## src/rtl/write_back_pkg.sv

```systemverilog
// Shared cache definitions: geometry constants and the FSM state
// encoding used by both the line write-back and line refill blocks.
package write_back_pkg;

    localparam int INDEX_W    = 6;
    localparam int OFFS_W     = 3;
    localparam int TAG_W      = 4;
    localparam int MEM_AW     = TAG_W + INDEX_W + OFFS_W;
    localparam int CACHE_AW   = INDEX_W + OFFS_W;
    localparam int LINE_WORDS = 8;

    typedef enum logic [1:0] {
        IDLE  = 2'd0,
        READ  = 2'd1,
        WRITE = 2'd2,
        DONE  = 2'd3
    } state_t;

endpackage

```

## src/rtl/write_back.sv

```systemverilog
// Evicts one 8-word cache line into main memory at the victim address.
// Ports: clk/rst (sync, active high); CPU_addr, victim_tag, start in;
// cache_data_addr out / cache_data_dout in (1-cycle sync RAM);
// main_mem_addr, main_mem_din, main_mem_we out; busy, done status.
module write_back
    import write_back_pkg::*;
(
    input  logic                clk,
    input  logic                rst,
    input  logic [31:0]         CPU_addr,
    input  logic [TAG_W-1:0]    victim_tag,
    input  logic                start,
    output logic [CACHE_AW-1:0] cache_data_addr,
    input  logic [31:0]         cache_data_dout,
    output logic [MEM_AW-1:0]   main_mem_addr,
    output logic [31:0]         main_mem_din,
    output logic                main_mem_we,
    output logic                busy,
    output logic                done
);

    state_t              state, state_d;
    logic [OFFS_W-1:0]   cnt, cnt_d;
    logic [INDEX_W-1:0]  idx_q, idx_d;
    logic [TAG_W-1:0]    tag_q, tag_d;
    logic [CACHE_AW-1:0] caddr_d;
    logic [MEM_AW-1:0]   maddr_d;
    logic                we_d;
    logic                done_d;

    // Only the index field of the CPU address matters here.
    logic unused_addr_bits;
    assign unused_addr_bits = ^{CPU_addr[31:11], CPU_addr[4:0]};

    always_comb begin
        state_d = state;
        cnt_d   = cnt;
        idx_d   = idx_q;
        tag_d   = tag_q;
        caddr_d = cache_data_addr;
        maddr_d = main_mem_addr;
        we_d    = main_mem_we;
        done_d  = done;
        unique case (state)
            IDLE: begin
                done_d = 1'b0;
                we_d   = 1'b0;
                if (start) begin
                    idx_d   = CPU_addr[10:5];
                    tag_d   = victim_tag;
                    caddr_d = {CPU_addr[10:5], {OFFS_W{1'b0}}};
                    cnt_d   = '0;
                    state_d = READ;
                end
            end
            READ: begin
                // RAM already holds word 0's address; prime word 1.
                caddr_d = {idx_q, OFFS_W'(1)};
                maddr_d = {tag_q, idx_q, {OFFS_W{1'b0}}};
                we_d    = 1'b1;
                state_d = WRITE;
            end
            WRITE: begin
                cnt_d   = cnt + OFFS_W'(1);
                maddr_d = {tag_q, idx_q, cnt + OFFS_W'(1)};
                // Read address runs two words ahead of the write.
                if (cnt <= OFFS_W'(5))
                    caddr_d = {idx_q, cnt + OFFS_W'(2)};
                if (cnt == OFFS_W'(LINE_WORDS - 1)) begin
                    we_d    = 1'b0;
                    done_d  = 1'b1;
                    state_d = DONE;
                end
            end
            DONE: begin
                done_d  = 1'b0;
                state_d = IDLE;
            end
            default: state_d = IDLE;
        endcase
    end

    always_ff @(posedge clk) begin
        if (rst) begin
            state           <= IDLE;
            cnt             <= '0;
            idx_q           <= '0;
            tag_q           <= '0;
            cache_data_addr <= '0;
            main_mem_addr   <= '0;
            main_mem_we     <= 1'b0;
            done            <= 1'b0;
        end else begin
            state           <= state_d;
            cnt             <= cnt_d;
            idx_q           <= idx_d;
            tag_q           <= tag_d;
            cache_data_addr <= caddr_d;
            main_mem_addr   <= maddr_d;
            main_mem_we     <= we_d;
            done            <= done_d;
        end
    end

    assign busy         = (state != IDLE);
    assign main_mem_din = cache_data_dout;

endmodule

```

## config.mk

```make
export PLATFORM = sky130hd
export DESIGN_NAME = write_back
export DESIGN_NICKNAME = d
export VERILOG_FILES = /design/src/rtl/write_back_pkg.sv /design/src/rtl/write_back.sv
export SDC_FILE = /design/constraint.sdc
export NUM_CORES = 1
export LEC_CHECK = 0
export ABC_AREA = 1
export CORE_MARGIN = 2
export CORE_UTILIZATION = 39
export CTS_CLUSTER_DIAMETER = 30
export CTS_CLUSTER_SIZE = 12
export DETAILED_ROUTE_END_ITERATION = 7
export MAX_ROUTING_LAYER = met4
export PLACE_DENSITY = 0.85
export RECOVER_POWER = 100
export SLEW_MARGIN = 20
export SYNTH_ARGS = -nofsm -noshare
export SYNTH_HDL_FRONTEND = slang
export SYNTH_SLANG_ARGS = --single-unit
```

## constraint.sdc

```tcl
create_clock -name clk -period 2.8 [get_ports clk]
set_input_delay 0.7 -clock clk [delete_from_list [all_inputs] [get_ports clk]]
set_output_delay 0.7 -clock clk [all_outputs]
set_load 0.005 [all_outputs]
```

==> impl_metrics.tcl, run 1 <==
set metrics [dict create \
    status "completed" \
    die_w_um 75.5 \
    synth_warnings 0 \
    gp_congestion 0.820 \
    cts_hold_buffers 0 \
    cts_setup_buffers 0 \
    cp.arrival_ps 1640 \
    grt_first_pass_wirelength_mm 6.42 \
    drt_iter0_drc 63 \
    rsz0062_at_grt "no" \
    dp_hpwl_mm 2.72 \
    grt_pass1_vias 1462 \
    yosysUniqueCellTypes 22 \
    core_area_um2 5010 \
    place_inst 327 \
    ctsResizeCount 0 \
    pwr-share-clk_pct 15.4 \
    syn_area_um2 1990 \
    swShare_pct 40.6 \
    vias 1571 \
    route.met3.wl_um 223 \
    crit_required_ps 2100 \
    path_cells "inv_1, ha_1, inv_1, dlygate4sd3_1" \
    yosys-top-cells-area "dfxtp_1, buf_4, a21oi_1" \
    syn_inst 261 \
    cts.sinks 39 \
    finalCriticalPeriod_ps 2340 \
    period_share_pct 83.4 \
    start_util_pct 39.8 \
    p_comb_share_pct 48.8 \
    cp-end-kind "output port" \
    vias_per_cell 4.69 \
    ys.flop_type "dfxtp_1" \
    max_freq_mhz 428 \
    slew_violations 0 \
    ctsLongestPathBuffers 2 \
    tns_ps 0 \
    finalHoldViolCount 0 \
    async_flop_share_pct 0 \
    dpl_cell_area_um2 2140 \
    rows 26 \
    drt-pass1-iter-count 4 \
    drc_errors 0 \
    layout-drive-gt1-share_pct 5.66 \
    crit_type "reg2out" \
    skew_ps 8.87 \
    r2r_start "state[0]" \
    drt_wl_total_mm 3.85 \
    intPower_w 0.00139 \
    globalRouteTotalUtil_pct 14.7 \
    tightest_slew_ps 770 \
    powerDensity_nw_per_um2 1070 \
    htreeDepth 2 \
    cts-root-buf "clkbuf_8" \
    die_h_um 75.5 \
    cp_common_cell "inv_1" \
    synth_edf_count 0 \
    grt_max_degree 28 \
    finalSetupViolations 0 \
    cts_tree "yes" \
    routedWlPerCell_um 11.5 \
    avgSynthCellArea_um2 7.64 \
    layout.cells.non_filler 335 \
    ioPinCount 128 \
    leakage_nw 1.02 \
    synth_seq_cells 39 \
    highest-signal-layer "met4" \
    p_switching_w 0.000949 \
    clkTransAtPathRegs_ps 80 \
    start_kind "register" \
    cpMaxStageDelayCell "dlygate4sd3_1" \
    yosysSeqAreaShare_pct 39.2 \
    reg2reg_slack_ps 590 \
    cts_buffers 5 \
    layout.nets 343 \
    stdcell_area_um2 2190 \
    relSlewSlack_pct 48.6 \
    max_cap_violations 0 \
    grt-ovfl-total 0 \
    irDropWorstVdd_v 0.000405 \
    clk-insertion-delay-late_ps 290 \
    die_area_um2 5700 \
    max_stage_delay_ps 570 \
    antenna_found_initial 0 \
    yosysTopAreaCellShare_pct 39.2 \
    antenna_cells 0 \
    critical_path_peak_fanout 5 \
    syn_to_final_growth_pct 10.0 \
    crit_start "state[0]" \
    hold_start "main_mem_addr[6]" \
    synth_common_cells "dfxtp_1, nor2_1, nand2_1" \
    hp-class "reg2reg" \
    met1_length_mm 1.80 \
    syn-num-nets 340 \
    seqPwrFrac_pct 35.8 \
    portBuffers 37 \
    yosysTopAreaCell "dfxtp_1" \
    ant_nets 0 \
    met2_length_mm 1.78 \
]
[per-layer routing]
layer	vias to the layer above	track usage [%]
met4	0	4.87
li1	810	-
met5	-	-
met2	38	22.4
met1	714	18.7
met3	9	4.50
[power groups by stage]
stage | logic (W) | registers, W | clock network (W)
6_report | 0.00114 | 0.000836 | 0.000359
5_1_grt | 0.00131 | 0.000857 | 0.000387
4_1_cts | 0.00125 | 0.000845 | 0.000365
3_5_place_dp | 0.00124 | 0.000856 | 0
3_3_place_gp | 0.00121 | 0.000847 | 0
2_1_floorplan | 0.000894 | 0.000852 | 0
[flip-flops by register name, summed over array words and instances, names as in the netlist]
register         count
cnt                  3
main_mem_addr       13
idx_q                6
main_mem_we          1
cache_data_addr      9
tag_q                4
state                2
done                 1
[final timing paths]
kind	endpoint	depth (start not counted)
worst min-delay path	main_mem_addr[6]	2
worst max-delay path	busy	4
worst max register to register	cache_data_addr[5]	7
worst min register to register	main_mem_addr[6]	2
[cells by family after synthesis]
| kind of cell | synth area share [%] |
|---|---|
| adders and majority gates | 5.02 |
| and+or+nand+nor | 18.5 |
| DFF | 39.2 |
| AOI/OAI and AO/OA | 16.1 |
| buffers and inverters | 21.3 |
[critical path, delay by kind of cell (launching register included)]
kind                     cells  cell delay (ps)
flip-flops                   1              340
buffers and inverters        3              740
adder cells (fa/ha/maj)      1              260
[final cells by class]
type / instances / area (um2)
clock buffer: 7 / 76.3
clock inverter: 1 / 5.00
fill: 495 / 2820
inverter: 24 / 91.3
multi-input combinational: 155 / 767
sequential: 39 / 781
tap: 70 / 87.6
timing repair buffer: 39 / 385
[layout by cell type (no fill, tap or decap), types with 2 or more instances in the layout]
cell type	instances
clkbuf_1	2
o21ai_0	20
nand2_1	37
o211ai_1	2
clkdlybuf4s50_1	10
ha_1	8
nand2_2	2
nor2_1	39
a21oi_2	2
dlygate4sd3_1	27
nand3_1	10
clkbuf_8	5
dfxtp_1	39
inv_1	22
a21oi_1	32
buf_4	2
[stage by stage]
step / total power [W] / worst slack, ps / hold slack (ps) / util (%)
floorplan: 0.00175 / 1290 / 455 / -
global placement: 0.00206 / 657 / 452 / 42.7
detailed placement: 0.00210 / 617 / 458 / 42.7
CTS: 0.00246 / 472 / 472 / 44.3
global route: 0.00255 / 287 / 480 / 43.8
finish: 0.00234 / 465 / 468 / 43.8
Power figures use the tool's default switching activity.
==> inputs of run 2 (changes only) <==
CORE_UTILIZATION = 36   (was 39)
PLACE_DENSITY = 0.8   (was 0.85)
clock period = 2.2 ns   (was 2.8 ns; I/O delays follow)
==> impl_metrics.tcl, run 2 (same netlist as run 1, synthesis figures left out) <==
set metrics [dict create \
    routedWlPerCell_um 11.5 \
    grt_max_degree 25 \
    tightest_slew_ps 968 \
    drt-pass1-iter-count 5 \
    max_freq_mhz 481 \
    r2r_start "state[0]" \
    ctsLongestPathBuffers 2 \
    ant_nets 0 \
    rsz0062_at_grt "no" \
    final_cell_mix "nor2_1, dfxtp_1, nand2_1" \
    place_inst 331 \
    tns_ps 0 \
    cts_tree "yes" \
    cts_setup_buffers 0 \
    crit_required_ps 1650 \
    syn_to_final_growth_pct 12.7 \
    rows 27 \
    slew_violations 0 \
    grt_pass1_vias 1406 \
    powerDensity_nw_per_um2 1390 \
    largest_reg_flops 13 \
    gp_congestion 0.778 \
    largest-register "main_mem_addr" \
    antenna_cells 0 \
    drc_errors 0 \
    skew_ps 4.39 \
    drt_iter0_drc 48 \
    die_h_um 78.4 \
    finalCriticalPeriod_ps 2080 \
    ioPinCount 128 \
    period_share_pct 94.5 \
    grt-ovfl-total 0 \
    portBuffers 37 \
    final_core_util_pct 41.3 \
    grt_first_pass_wirelength_mm 6.11 \
    largestRegisters "main_mem_addr: 13 flops, cache_data_addr: 9 flops, idx_q: 6 flops" \
    relSlewSlack_pct 35.5 \
    layout.cells.non_filler 339 \
    clkTransAtPathRegs_ps 70 \
    p_total_w 0.00312 \
    dp_hpwl_mm 2.80 \
    antenna_found_initial 0 \
    drt_wl_total_mm 3.91 \
    vias 1570 \
    crit_type "reg2out" \
    cts.sinks 39 \
    layout.nets 345 \
    irDropWorstVdd_v 0.000792 \
    globalRouteTotalUtil_pct 12.9 \
    finalSetupViolations 0 \
    status "completed" \
    finalHoldViolCount 0 \
    core_area_um2 5440 \
    htreeDepth 2 \
    start_util_pct 36.6 \
    cts-root-buf "clkbuf_8" \
    cts_buffers 5 \
    layout-drive-gt1-share_pct 7.12 \
    leakage_nw 1.04 \
    crit_start "state[0]" \
    die_area_um2 6150 \
    vias_per_cell 4.63 \
    critical_path_peak_fanout 5 \
    clk-insertion-delay-late_ps 300 \
    start_kind "register" \
    cp.arrival_ps 1530 \
    hp-class "reg2reg" \
    max_cap_violations 0 \
    die_w_um 78.4 \
    hold_start "main_mem_addr[6]" \
    cp-end-kind "output port" \
]
==> run 2: cell count changes in the layout (fill, tap and decap cells not counted) <==
cell / previous run / this run
clkinv_2: 1 / 0
dlygate4sd3_1: 27 / 25
o21ai_0: 20 / 19
clkdlybuf4s50_1: 10 / 12
ha_1: 8 / 7
o21ai_4: 0 / 1
clkbuf_8: 5 / 7
inv_6: 0 / 1
clkinvlp_2: 1 / 0
nand2_4: 0 / 1
ha_2: 0 / 1
nand2_1: 37 / 36
clkbuf_1: 2 / 3
==> run 2: area by class of cell <==
cell class	count	area, um2
clock buffer	8	100
fill	526	3190
timing repair buffer	41	393
multi-input combinational	155	788
sequential	39	781
inverter	24	95.1
tap	72	90.1
==> run 2: final timing paths <==
| check | cells after the start | end | slack [ps] |
|---|---|---|---|
| setup / recovery | 4 | busy | 120 |
| setup reg to reg | 6 | cnt[0] | 440 |
| hold / removal | 2 | main_mem_addr[6] | 460 |
| hold reg to reg | 2 | main_mem_addr[6] | 460 |
==> run 2: layer usage <==
metal / part of all wire [%] / global-route usage, % / routed length [um]
met5: 0 / - / 0
met2: 46 / 20.6 / 1780
met3: 6.0 / 3.79 / 236
met4: 2.2 / 6.14 / 85
met1: 46 / 14.9 / 1810
==> run 2: per-stage QoR <==
step           hold WS (ps)  setup slack (ps)  instance area [um2]
2_1_floorplan           455               812                 1990
5_1_grt                 480              55.7                 2250
4_1_cts                 467              16.9                 2250
3_3_place_gp            452               300                 2150
6_report                460               122                 2250
3_5_place_dp            457               261                 2150
==> run 2: worst max-delay path, cell delays in order (launching register included) <==
cell and delay [ps]:
dfxtp_1 340, inv_1 80, ha_2 230, inv_1 90, clkdlybuf4s50_1 500
==> run 2: where the power goes <==
group / internal, W / switching (W) / leakage [nW]
combinational: 0.000643 / 0.000885 / 0.665
clock: 0.000286 / 0.000240 / 0.0515
sequential: 0.000946 / 0.000118 / 0.321
==> run 2: what timing repair did <==
| action | in CTS | in global routing |
|---|---|---|
| hold buffers | 0 | 0 |
| setup endpoints to repair | 0 | 1 |
| resized for setup | 0 | 1 |
